$ cat src/rtl/drum_voice_player.sv
// drum_voice_player: one-shot drum voice. A new valid key press latches the
// keymapper's base address and streams SAMPLE_LEN words from sample memory
// through a rd/ack handshake. One word is presented per sample_tick.
module drum_voice_player #(
  parameter int ADDR_W     = 20,
  parameter int DATA_W     = 16,
  parameter int SAMPLE_LEN = 32768
) (
  input  logic              Clk,
  input  logic              Reset,
  input  logic [7:0]        keycode,
  input  logic [ADDR_W-1:0] note_addr,
  input  logic              invalid_note,
  input  logic              sample_tick,
  output logic [ADDR_W-1:0] mem_addr,
  output logic              mem_rd,
  input  logic              mem_ack,
  input  logic [DATA_W-1:0] mem_rdata,
  output logic [DATA_W-1:0] sample_out,
  output logic              playing,
  output logic [7:0]        underrun_cnt
);

  localparam int OFF_W = $clog2(SAMPLE_LEN);
  localparam logic [OFF_W-1:0] LAST_OFF = OFF_W'(SAMPLE_LEN - 1);

  typedef enum logic [1:0] {
    IDLE  = 2'd0,
    FETCH = 2'd1,
    READY = 2'd2
  } state_t;

  state_t            state_reg;
  logic [7:0]        key_prev_reg;
  logic [ADDR_W-1:0] base_reg;
  logic [ADDR_W-1:0] pend_base_reg;
  logic [OFF_W-1:0]  offset_reg;
  logic [DATA_W-1:0] sample_buf_reg;
  logic              pending_reg;

  logic              trig;
  logic [OFF_W-1:0]  offset_next;
  logic [ADDR_W-1:0] restart_base;

  // A trigger is any change to a valid, non-zero drum key; releases (key 0)
  // and held keys never trigger.
  assign trig         = (keycode != key_prev_reg) && !invalid_note && (keycode != 8'd0);
  assign offset_next  = offset_reg + OFF_W'(1);
  // A trigger coincident with the ack is newer than any latched pending one.
  assign restart_base = trig ? note_addr : pend_base_reg;

  // Voice FSM with registered memory request and audio outputs.
  always_ff @(posedge Clk or posedge Reset) begin
    if (Reset) begin
      state_reg      <= IDLE;
      key_prev_reg   <= '0;
      base_reg       <= '0;
      pend_base_reg  <= '0;
      offset_reg     <= '0;
      sample_buf_reg <= '0;
      pending_reg    <= 1'b0;
      mem_addr       <= '0;
      mem_rd         <= 1'b0;
      sample_out     <= '0;
      playing        <= 1'b0;
      underrun_cnt   <= '0;
    end else begin
      key_prev_reg <= keycode;
      case (state_reg)
        IDLE: begin
          mem_rd  <= 1'b0;
          playing <= 1'b0;
          // Silence is output on every tick while idle, even on a trigger tick.
          if (sample_tick) sample_out <= '0;
          if (trig) begin
            base_reg   <= note_addr;
            offset_reg <= '0;
            mem_addr   <= note_addr;
            mem_rd     <= 1'b1;
            playing    <= 1'b1;
            state_reg  <= FETCH;
          end
        end

        FETCH: begin
          // A tick with no word ready is an underrun; sample_out holds.
          if (sample_tick && underrun_cnt != 8'hFF) underrun_cnt <= underrun_cnt + 8'd1;
          if (mem_ack) begin
            if (pending_reg || trig) begin
              // Retriggered during the read: drop the word, restart the note.
              base_reg    <= restart_base;
              offset_reg  <= '0;
              mem_addr    <= restart_base;
              pending_reg <= 1'b0;
            end else begin
              sample_buf_reg <= mem_rdata;
              mem_rd         <= 1'b0;
              state_reg      <= READY;
            end
          end else if (trig) begin
            // The handshake is never abandoned; remember the newest note.
            pending_reg   <= 1'b1;
            pend_base_reg <= note_addr;
          end
        end

        READY: begin
          if (sample_tick) sample_out <= sample_buf_reg;
          if (trig) begin
            base_reg   <= note_addr;
            offset_reg <= '0;
            mem_addr   <= note_addr;
            mem_rd     <= 1'b1;
            state_reg  <= FETCH;
          end else if (sample_tick) begin
            if (offset_reg == LAST_OFF) begin
              playing   <= 1'b0;
              state_reg <= IDLE;
            end else begin
              offset_reg <= offset_next;
              mem_addr   <= base_reg + ADDR_W'(offset_next);
              mem_rd     <= 1'b1;
              state_reg  <= FETCH;
            end
          end
        end

        default: begin
          mem_rd    <= 1'b0;
          playing   <= 1'b0;
          state_reg <= IDLE;
        end
      endcase
    end
  end

endmodule

$ cat config.mk
export PLATFORM = sky130hd
export DESIGN_NAME = drum_voice_player
export DESIGN_NICKNAME = d
export VERILOG_FILES = /design/src/rtl/drum_voice_player.sv
export SDC_FILE = /design/constraint.sdc
export NUM_CORES = 1
export LEC_CHECK = 0
export ABC_AREA = 1
export BUFFER_PORTS_ARGS = -buffer_cell sky130_fd_sc_hd__buf_2
export CAP_MARGIN = 10
export CELL_PAD_IN_SITES_DETAIL_PLACEMENT = 0
export CELL_PAD_IN_SITES_GLOBAL_PLACEMENT = 1
export CORE_MARGIN = 4
export CORE_UTILIZATION = 45
export CTS_BUF_LIST = sky130_fd_sc_hd__clkbuf_4 sky130_fd_sc_hd__clkbuf_8
export DETAILED_ROUTE_END_ITERATION = 6
export MAX_ROUTING_LAYER = met4
export PLACE_DENSITY_LB_ADDON = 0.25
export SETUP_SLACK_MARGIN = 0.5
export SLEW_MARGIN = 20
export SYNTH_ARGS = -nofsm -noshare
export SYNTH_HDL_FRONTEND = slang
export SYNTH_SLANG_ARGS = --single-unit
$ cat constraint.sdc
create_clock -name Clk -period 7.8 [get_ports Clk]
set_input_delay 0.78 -clock Clk [delete_from_list [all_inputs] [get_ports Clk]]
set_output_delay 0.78 -clock Clk [all_outputs]
set_load 0.01 [all_outputs]
### Yosys cells after proc, flatten, opt, wreduce, memory -nomap -nowiden

Cells that the tools add are included.

* register bits after elaboration: 128
* output and inout bits: 46

* muxes and demuxes: 40
* add/subtract/negate cells: 3
* equality and inequality tests: 17
* bitwise logic cells: 3
* reductions and logical operators: 22

Operator list (count)
* 20-bit 2-to-1 mux: 7
* 15-bit 2-to-1 mux: 6
* 20-bit case mux with 3 select lines: 1
* 15-bit case mux with 3 select lines: 1
* 20-bit case mux with 2 select lines: 1
* 16-bit 2-to-1 mux: 2
* 16-bit case mux with 2 select lines: 1
* 20-bit by 15-bit adder with 20-bit output: 1
* 2-bit != test (second input constant): 8
* 4-bit AND reduction: 4
* 15-bit by 1-bit adder with 15-bit output (second input constant): 1
* 15-bit equality test (second input constant): 1
* 1-bit 2-to-1 mux: 13
* 2-bit 2-to-1 mux: 5
* 3-bit AND reduction: 3
* 8-bit by 1-bit adder with 8-bit output (second input constant): 1
* 8-bit != test: 1
* 8-bit != test (second input constant): 1
* 8-bit nonzero test: 1
* 3-bit != test (second input constant): 2
* 1-bit case mux with 3 select lines: 2
* 2-bit case mux with 3 select lines: 1
* 6-bit AND reduction: 1
* 2-bit nonzero test: 3
* other kinds (11): 17

### Logic depth before layout (Yosys ltp)

Gate-level depths: netlist of the first run.

* word-level depth: 7
* gate-level depth with buffers: 24

### Least setup slack after synthesis of the first run

OpenSTA, ideal clock, no wires.

* path type: reg2reg
* from: register offset_reg[0]
* to: register mem_addr[19]
* setup time: 0.116 ns
* period minus slack after synthesis: 2.605 ns
* slack: 5.195 ns
* arrival time: 2.488 ns
* buffers on the path: 0
* stages on the path, launching flop included: 23
* cell sequence: dfrtp_1 -> ha_1 -> nand3_2 -> nor3_4 -> nand2_2 -> nor3_2 -> a31oi_1 -> nor2_1 -> ha_1 -> nand2_1 -> inv_1 -> nand2_1 -> nand2_1 -> a21oi_1 -> nand2_1 -> nand2_1 -> nand2_1 -> nand3_1 -> nand2_1 -> nand2_1 -> nand2_1 -> nand2_1 -> nand2_1

* longest elaborated chain between the ends: 6
* elaborated cells between the ends (all ways): 9

Ends and longest elaborated chain
* from (decl): RTL line 37 `logic [OFF_W-1:0] offset_reg;`
* from (signal assigned): RTL line 120 `offset_reg <= offset_next;`
* 15-bit by 1-bit adder with 15-bit output: RTL line 48 `assign offset_next = offset_reg + OFF_W'(1);`
* 20-bit by 15-bit adder with 20-bit output: RTL line 121 `mem_addr <= base_reg + ADDR_W'(offset_next);`
* 20-bit 2-to-1 mux: RTL line 116 `if (offset_reg == LAST_OFF) begin`
* 20-bit 2-to-1 mux: RTL line 115 `end else if (sample_tick) begin`
* 20-bit 2-to-1 mux: RTL line 109 `if (trig) begin`
* 20-bit case mux with 3 select lines: RTL line 69 `case (state_reg)`
* to (signal assigned): RTL line 78 `mem_addr <= note_addr;`
* to (signal assigned): RTL line 112 `mem_addr <= note_addr;`
* to (signal assigned): RTL line 121
* to (decl): RTL line 15 `output logic [ADDR_W-1:0] mem_addr,`

Several ways; a longest one is shown, not always the timed one. The select of a mux whose other input is x is not followed.
A chain may end at the register's enable or synchronous reset.

### Worst setup path in the final report of the first run

* from: register offset_reg[0]
* to: register mem_addr[15]

The elaborated chain is that of the path after synthesis.

==> impl_metrics.py, run 1 <==
metrics = {
    "run_status": {
        "status": "completed",
    },
    "grt": {
        "grt_max_degree": 72,
        "grt_antenna_before_repair": 0,
        "grt_overflow": 0,
        "grt_util_all_layers": 0.219,
        "grt_pass1_wl_mm": 33.5,
        "first_global_vias": 6605,
    },
    "sta": {
        "fmax_ghz": 0.306,
        "fin_crit_sh": 0.419,
        "tns_ps": 0,
        "tightest_slew_ps": 934,
        "fin_crit_ps": 3270,
        "hold_ws_ps": 376,
        "finalWorstSetupSlack_ps": 4530,
        "finalMaxSlewViolations": 0,
        "hold_viol_final": 0,
        "max-slew-margin-rel": 0.378,
        "setup_viol_count_final": 0,
        "clock_skew_ps": 7.98,
        "rsz0062_at_grt": "false",
    },
    "synth": {
        "synth_compound_area_frac": 0.0768,
        "synth_cells": 1094,
        "synth_top_family_by_area": "simple AND/OR/NAND/NOR gates",
        "synth_largest_area_cell": "dfrtp_1",
        "ys_types": 37,
        "ys_warn_count": 0,
        "syn_area_per_cell_sq_um": 7.05,
        "yosys.area_share.xor_xnor": 0.0307,
        "synthAdderAreaFrac": 0.0383,
        "yosys.area_share.simple": 0.346,
        "yosys-mux-area-fraction": 0.0136,
        "ys_seq_elements": 128,
        "synth_area_leaders": "dfrtp_1, nand2_1, o21ai_0",
        "syn_nets": 1166,
        "ys_seq_area_frac": 0.416,
        "yosysTopAreaCellShare": 0.416,
        "synth_area_sq_mm": 0.00771,
    },
    "die": {
        "start_util": 0.462,
        "dieArea_sq_mm": 0.0193,
        "die_y_microns": 139,
        "die_w_microns": 139,
        "coreArea_sq_mm": 0.0167,
        "ios": 95,
        "row_count": 47,
    },
    "setup_path": {
        "path_class": "reg2reg",
        "critPathLaunchType": "register",
        "crit_slowest_cell": "dfrtp_1",
        "critPathCapture": "mem_addr[15]",
        "r2r_end": "mem_addr[15]",
        "path_cells": "inv_1, nor2_1, nand3_1, nor2_1, nand3_1, nor2_1, nand2_1, xor2_1, inv_1, ha_1, nand2_1, nor2_1, inv_1, nor2_1, nand2_1, nand2_1, nand2_1, nand3_1, o21ai_0, nand2_1, nand2_1, nand2_1, nand2_1",
        "r2r_setup_slack_ps": 4530,
        "cp-startpoint": "offset_reg[0]",
        "cp_common_cell": "nand2_1",
        "reg2reg_from": "offset_reg[0]",
        "cp_max_fo": 4,
        "cp.required_ps": 8150,
        "reg2reg_depth": 23,
        "cp_data_arrival_time_ps": 3630,
        "crit_path_max_incr_delay_ps": 420,
        "crit_path_end_kind": "register",
    },
    "pwr": {
        "pwr-share-seq": 0.344,
        "leakage_nw": 4.88,
        "switching_share": 0.455,
        "switching_power_mw": 1.44,
        "power.share.clock": 0.189,
        "power_density_mw_per_mm2": 363,
        "combPwrFrac": 0.467,
        "p_int_mw": 1.72,
        "peakVddDrop_mv": 0.163,
        "finalPower_mw": 3.16,
    },
    "clock_tree": {
        "cts-root-buf": "clkbuf_8",
        "post_cts_buffers": 0,
        "cts_hold_repair.buffers": 0,
        "htreeDepth": 4,
        "cts_resized": 0,
        "clock_path_buffers": 2,
        "clk_latency_ps": 460,
        "clkSlewWorstSetupHoldPaths_ps": 80,
        "cts.sinks": 128,
        "cts_tree": "yes",
        "numCtsBuffers": 17,
    },
    "final_layout": {
        "num_antenna_cells": 0,
        "area_growth_pct": 12.8,
        "final_cell_mix": "nand2_1, dfrtp_1, inv_1",
        "finish.utilization": 0.521,
        "fill_cells": 1699,
        "final_net_count": 1245,
        "final_common_cell": "nand2_1",
        "drive_gt1_frac": 0.137,
    },
    "place": {
        "dpl_worst_slack_ps": 4520,
        "port_buffers": 94,
        "place_hpwl_mm": 14.4,
        "gp_congestion": 0.856,
    },
    "route": {
        "m1WireLength_mm": 10.1,
        "drtPass1Iterations": 5,
        "postRouteWirelength_mm": 20.2,
        "drc": 0,
        "top_layer": "met4",
        "routedWlPerCell_microns": 14.4,
        "vias": 7005,
        "met3_length_microns": 888,
        "via_per_inst": 4.98,
        "route.met2.wl_mm": 8.92,
        "ant_nets": 0,
        "drtIter0Drc": 581,
    },
    "run": {
        "drv.max_cap_violation_count": 0,
    },
    "worst_hold_path": {
        "hold_class": "in2async",
    },
}
## synthesized netlist by cell type, drive strengths merged
library cell / n
xnor2: 10
o22ai: 2
ha: 22
buf: 19
a21boi: 1
nor2: 83
nand4: 3
nand3b: 4
and3: 1
mux2: 8
o31ai: 1
a21oi: 32
a31oi: 1
nand3: 72
nand2: 479
nor3: 7
dfrtp: 128
o21ai: 78
fa: 1
inv: 103
xor2: 17
clkbuf: 22
## power groups by stage
stage	Combinational (mW)	Sequential (mW)	Clock, mW
3_3_place_gp	1.47	1.09	0
4_1_cts	1.49	1.09	0.613
2_1_floorplan	1.04	1.11	0
3_5_place_dp	1.48	1.09	0
5_1_grt	1.68	1.12	0.641
6_report	1.48	1.09	0.598
## kinds of logic after synthesis
group / after synthesis
flops: 128
compound gates: 115
fa+ha+maj: 23
xor+xnor: 27
buf+inv: 144
simple gates: 649
mux: 8
## area by class of cell
class                   count  area, sq um  share of cell area
inverters                 103          392              0.0450
flip-flops and latches    128         3200               0.368
clock inverters            14          155              0.0178
well taps                 220          275              0.0317
multi-input cells         822         3900               0.449
repair buffers            101          523              0.0601
clock buffers              18          248              0.0285
## worst min path at each step
stage                             start               to
after floorplan           offset_reg[5]    offset_reg[5]
after global placement      mem_addr[9]      mem_addr[9]
after detailed placement    mem_addr[4]      mem_addr[4]
after CTS                         Reset  underrun_cnt[1]
after global routing              Reset  key_prev_reg[3]
final                             Reset  key_prev_reg[3]
## routing by layer
metal	track usage	vias up
met5	-	-
met4	0.0613	0
met3	0.0379	21
met2	0.326	167
met1	0.311	3237
li1	-	3580
## worst max-delay path, delay by kind of cell, from the launching register on
kind | cells | cell delay (ps)
simple gates | 17 | 1870
flops | 1 | 420
fa+ha+maj | 1 | 360
buf+inv | 3 | 280
xor+xnor | 1 | 130
compound gates | 1 | 110
## stage by stage
stage / instances / cell area [sq um]
after floorplan: 1094 / 7710
after global placement: 1374 / 8290
after detailed placement: 1374 / 8290
after CTS: 1406 / 8700
after global routing: 1406 / 8700
final: 1406 / 8700
Power figures use the tool's default switching activity.
==> inputs of run 2 (changes only) <==
--- a/config.mk
+++ b/config.mk
@@ -11,7 +11,7 @@
 export CELL_PAD_IN_SITES_DETAIL_PLACEMENT = 0
 export CELL_PAD_IN_SITES_GLOBAL_PLACEMENT = 1
 export CORE_MARGIN = 4
-export CORE_UTILIZATION = 45
+export CORE_UTILIZATION = 39
 export CTS_BUF_LIST = sky130_fd_sc_hd__clkbuf_4 sky130_fd_sc_hd__clkbuf_8
 export DETAILED_ROUTE_END_ITERATION = 6
 export MAX_ROUTING_LAYER = met4
==> constraint.sdc (replaced) <==
create_clock -name Clk -period 2.9 [get_ports Clk]
set_input_delay 0.29 -clock Clk [delete_from_list [all_inputs] [get_ports Clk]]
set_output_delay 0.29 -clock Clk [all_outputs]
set_load 0.01 [all_outputs]
==> impl_metrics.py, run 2 (synthesis gave the netlist of run 1 again) <==
metrics = {
    "die": {
        "row_count": 51,
        "start_util": 0.396,
        "ios": 95,
        "die_w_microns": 149,
        "dieArea_sq_mm": 0.0221,
        "die_y_microns": 149,
        "coreArea_sq_mm": 0.0195,
    },
    "worst_hold_path": {
        "worstHoldStart": "mem_rdata[1]",
        "hold_class": "in2reg",
    },
    "sta": {
        "tightest_slew_ps": 862,
        "hold_viol_final": 0,
        "fin_crit_ps": 2920,
        "clock_skew_ps": 13.4,
        "finalWorstSetupSlack_ps": -24.5,
        "finalMaxSlewViolations": 0,
        "fmax_ghz": 0.342,
        "fin_crit_sh": 1.01,
        "rsz0062_at_grt": "true",
        "hold_ws_ps": 41.8,
        "max-slew-margin-rel": 0.425,
        "tns_ps": -76.2,
        "setup_viol_count_final": 4,
    },
    "grt": {
        "grt_max_degree": 62,
        "grt_util_all_layers": 0.211,
        "first_global_vias": 7256,
        "grt_pass1_wl_mm": 36.4,
        "grt_overflow": 0,
        "grt_antenna_before_repair": 1,
    },
    "place": {
        "port_buffers": 94,
        "place_hpwl_mm": 15.0,
        "dpl_worst_slack_ps": -107,
        "gp_congestion": 0.846,
    },
    "setup_path": {
        "cp_max_fo": 4,
        "crit_path_end_kind": "register",
        "path_cells": "ha_4, nand3_4, nor3_4, nand2_2, nor3_4, buf_6, nand2_2, nand2_2, inv_2, ha_4, nand2_4, nor2_4, inv_2, nor3_2, nand2_1, nand2_1, nand2_1, nand3_1, nand2_1, nand2_1, nand2_1, nand2_1, nand2_1",
        "crit_slowest_cell": "dfrtp_1",
        "cp_data_arrival_time_ps": 3280,
        "cp.required_ps": 3260,
        "reg2reg_from": "offset_reg[0]",
        "crit_buf_inv": 3,
        "cp_top_family": "simple AND/OR/NAND/NOR gates",
        "cp-startpoint": "offset_reg[0]",
        "path_class": "reg2reg",
        "cp_common_cell": "nand2_1",
        "crit_path_max_incr_delay_ps": 420,
        "critPathLaunchType": "register",
    },
    "clock_tree": {
        "clk_latency_ps": 470,
        "cts-root-buf": "clkbuf_8",
        "numCtsBuffers": 17,
        "clock_path_buffers": 2,
        "htreeDepth": 4,
        "clkSlewWorstSetupHoldPaths_ps": 100,
        "cts_tree": "yes",
        "cts.sinks": 128,
    },
    "pwr": {
        "leakage_nw": 5.35,
        "power_density_mw_per_mm2": 927,
        "peakVddDrop_mv": 0.528,
    },
    "final_layout": {
        "area_growth_pct": 30.1,
        "final_common_cell": "nand2_1",
        "drive_gt1_frac": 0.268,
        "final_net_count": 1306,
        "finish.utilization": 0.515,
        "final_cell_mix": "nand2_1, dfrtp_1, buf_2",
    },
    "route": {
        "routedWlPerCell_microns": 15.1,
        "via_per_inst": 4.82,
        "ant_nets": 0,
        "drtIter0Drc": 452,
        "drtPass1Iterations": 5,
        "drc": 0,
        "postRouteWirelength_mm": 22.8,
        "vias": 7297,
    },
    "run_status": {
        "violations": "setup timing",
        "status": "finished, violations left",
    },
    "run": {
        "drv.max_cap_violation_count": 0,
    },
}
-- run 2: changes by cell type in the layout (fill, tap and decap cells not counted), moves of 15 or more --
cell     change
buf_4       +40
ha_1        -15
nand2_1     -36
nand2_2     +26
nand3_1     -17
nand3_2     +15
nor2_1      -17
-- run 2: report_power, final --
part | internal [mW] | leakage [nW] | switching (mW)
combinational | 1.71 | 3.51 | 2.94
clock | 0.811 | 0.213 | 0.891
sequential | 2.50 | 1.62 | 0.458
total | 5.02 | 5.35 | 4.28
-- run 2: area by class of cell --
class | count | area, sq um
tap | 265 | 332
sequential | 128 | 3210
fill | 1905 | 9430
timing repair buffer | 160 | 1040
antenna | 1 | 2.50
multi-input combinational | 824 | 4630
clock buffer | 17 | 234
clock inverter | 15 | 190
inverter | 103 | 393
-- run 2: worst register-to-register path: cells and delay by family (launching register included) --
| kind | cells | cell delay (ps) |
|---|---|---|
| adders and majority gates | 2 | 490 |
| buffers and inverters | 3 | 260 |
| DFF | 1 | 420 |
| and+or+nand+nor | 18 | 1650 |
-- run 2: metrics by stage --
step	cell area [sq um]	power [mW]	std cells
after floorplan	7780	5.82	1094
after global placement	8560	7.05	1437
after detailed placement	8560	7.08	1437
after CTS	9500	9.05	1501
after global routing	10000	10.2	1513
final	10000	9.30	1513
-- run 2: per-layer routing --
metal | track usage | wire length, microns | share of wire | vias up
li1 | - | - | - | 3707
met1 | 0.286 | 10900 | 0.48 | 3424
met2 | 0.332 | 10800 | 0.47 | 143
met3 | 0.0408 | 803 | 0.035 | 23
met4 | 0.0471 | 259 | 0.011 | 0
met5 | - | 0 | 0 | -
-- run 2: timing repair --
item,CTS,global route
pin swaps,37,52
cloned,0,2
setup buffers,23,9
endpoints found under the hold margin,28,0
resized for setup,53,98
setup endpoints to repair,30,42
hold buffers,9,0
-- run 2: worst paths after layout --
kind | cells after the start | slack, ps | endpoint
max | 23 | -20 | mem_addr[17]
min | 2 | 40 | sample_buf_reg[1]
max reg2reg | 23 | -20 | mem_addr[17]
min reg2reg | 2 | 480 | mem_addr[13]
max in group asynchronous | 4 | 1550 | pend_base_reg[15]
min in group asynchronous | 3 | 400 | underrun_cnt[3]
==> inputs of run 3 (changes only) <==
--- a/config.mk
+++ b/config.mk
@@ -15,7 +15,7 @@
 export CTS_BUF_LIST = sky130_fd_sc_hd__clkbuf_4 sky130_fd_sc_hd__clkbuf_8
 export DETAILED_ROUTE_END_ITERATION = 6
 export MAX_ROUTING_LAYER = met4
-export PLACE_DENSITY_LB_ADDON = 0.25
+export PLACE_DENSITY = 0.74
 export SETUP_SLACK_MARGIN = 0.5
 export SLEW_MARGIN = 20
 export SYNTH_ARGS = -nofsm -noshare
==> impl_metrics.py, run 3 (synthesis gave the netlist of run 1 again) <==
metrics = {
    "run_status": {
        "status": "completed",
    },
    "clock_tree": {
        "clk_latency_ps": 470,
        "numCtsBuffers": 17,
        "clock_path_buffers": 2,
        "cts-root-buf": "clkbuf_8",
        "clkSlewWorstSetupHoldPaths_ps": 100,
        "cts_tree": "yes",
        "cts.sinks": 128,
        "htreeDepth": 4,
    },
    "die": {
        "start_util": 0.396,
        "row_count": 51,
        "dieArea_sq_mm": 0.0221,
        "die_y_microns": 149,
        "die_w_microns": 149,
        "ios": 95,
        "coreArea_sq_mm": 0.0195,
    },
    "worst_hold_path": {
        "hold_class": "in2reg",
    },
    "pwr": {
        "leakage_nw": 5.27,
        "combPwrFrac": 0.489,
        "peakVddDrop_mv": 0.507,
        "power_density_mw_per_mm2": 928,
        "switching_power_mw": 4.16,
        "switching_share": 0.455,
        "finalPower_mw": 9.14,
        "p_int_mw": 4.98,
        "pwr-share-seq": 0.324,
        "power.share.clock": 0.187,
    },
    "sta": {
        "fin_crit_ps": 2790,
        "fmax_ghz": 0.359,
        "tns_ps": 0,
        "tightest_slew_ps": 811,
        "max-slew-margin-rel": 0.459,
        "hold_viol_final": 0,
        "setup_viol_count_final": 0,
        "rsz0062_at_grt": "true",
        "clock_skew_ps": 16.1,
        "finalWorstSetupSlack_ps": 112,
        "finalMaxSlewViolations": 0,
        "fin_crit_sh": 0.961,
        "hold_ws_ps": 39.6,
    },
    "setup_path": {
        "cp_data_arrival_time_ps": 3150,
        "critPathCapture": "mem_addr[18]",
        "r2r_end": "mem_addr[18]",
        "r2r_setup_slack_ps": 110,
        "critPathLaunchType": "register",
        "cp_max_fo": 5,
        "reg2reg_depth": 19,
        "cp.required_ps": 3260,
        "crit_path_end_kind": "register",
        "path_class": "reg2reg",
        "reg2reg_from": "offset_reg[0]",
        "cp-startpoint": "offset_reg[0]",
    },
    "grt": {
        "grt_util_all_layers": 0.210,
        "grt_max_degree": 69,
        "grt_pass1_wl_mm": 35.9,
        "grt_antenna_before_repair": 1,
        "first_global_vias": 7048,
        "grt_overflow": 0,
    },
    "place": {
        "place_hpwl_mm": 15.0,
        "dpl_worst_slack_ps": -28.4,
        "gp_congestion": 0.869,
        "port_buffers": 94,
    },
    "route": {
        "drtPass1Iterations": 5,
        "drc": 0,
        "vias": 7180,
        "ant_nets": 0,
        "routedWlPerCell_microns": 14.5,
        "via_per_inst": 4.75,
        "drtIter0Drc": 346,
        "postRouteWirelength_mm": 21.9,
    },
    "final_layout": {
        "final_cell_mix": "nand2_1, dfrtp_1, inv_1",
        "final_net_count": 1305,
        "final_common_cell": "nand2_1",
        "finish.utilization": 0.506,
        "drive_gt1_frac": 0.239,
        "area_growth_pct": 27.8,
    },
    "run": {
        "drv.max_cap_violation_count": 0,
    },
}
==> run 3: cell type report <==
cell class | count | area (sq um)
diodes | 1 | 2.50
clock buffers | 17 | 234
clock inverters | 15 | 188
fillers | 1946 | 9610
inverters | 103 | 390
multi-input cells | 822 | 4450
flip-flops and latches | 128 | 3200
well taps | 265 | 332
repair buffers | 161 | 1060
==> run 3: metrics by stage <==
stage	instance area [sq um]	instances
floorplan	7780	1094
global placement	8610	1442
detailed placement	8610	1442
CTS	9440	1497
global route	9850	1512
finish	9850	1512
==> run 3: power by group through the flow <==
| stage | sequential (mW) | clock, mW | combinational [mW] |
|---|---|---|---|
| finish | 2.96 | 1.71 | 4.47 |
| global route | 3.04 | 1.83 | 5.07 |
| CTS | 2.94 | 1.74 | 4.32 |
| detailed placement | 2.95 | 0 | 4.17 |
| global placement | 2.95 | 0 | 4.13 |
| floorplan | 2.99 | 0 | 2.83 |
==> run 3: metal layers <==
layer,track usage,wire length [microns],vias to the layer above,part of all wire
met1,0.292,10800,3345,0.49
met3,0.0405,778,22,0.036
li1,-,-,3694,-
met4,0.0600,383,0,0.018
met5,-,0,-,0
met2,0.315,9960,119,0.46
==> run 3: timing repair <==
item	in CTS	in global routing
endpoints found under the setup margin	15	42
hold endpoints to repair	15	0
buffers inserted	14	14
resized for setup	38	58
pin swaps	17	23
hold buffers	9	0
==> run 3: how the worst min path moves through the flow <==
stage,start,endpoint,slack (ps),depth (start not counted)
after floorplan,keycode[0],key_prev_reg[0],320,0
after global placement,Reset,underrun_cnt[3],240,2
after detailed placement,Reset,underrun_cnt[3],250,2
after CTS,mem_rdata[3],sample_buf_reg[3],20,2
after global routing,mem_rdata[3],sample_buf_reg[3],6,2
final,mem_rdata[0],sample_buf_reg[0],40,2
==> run 3: critical path, stage by stage, from the launching register on <==
cell and delay, ps:
dfrtp_1 420, inv_1 100, nor2_2 140, nand3_2 120
nor2_4 150, nand3_2 100, nor2_2 110, nand2_1 100
xor2_2 230, ha_4 260, a21oi_1 180, nand2_1 140
a21oi_2 190, nand3_1 90, nand3_1 90, nand2_1 50
nand2_1 50, nand2_1 50, nand2_1 60, nand2_1 50
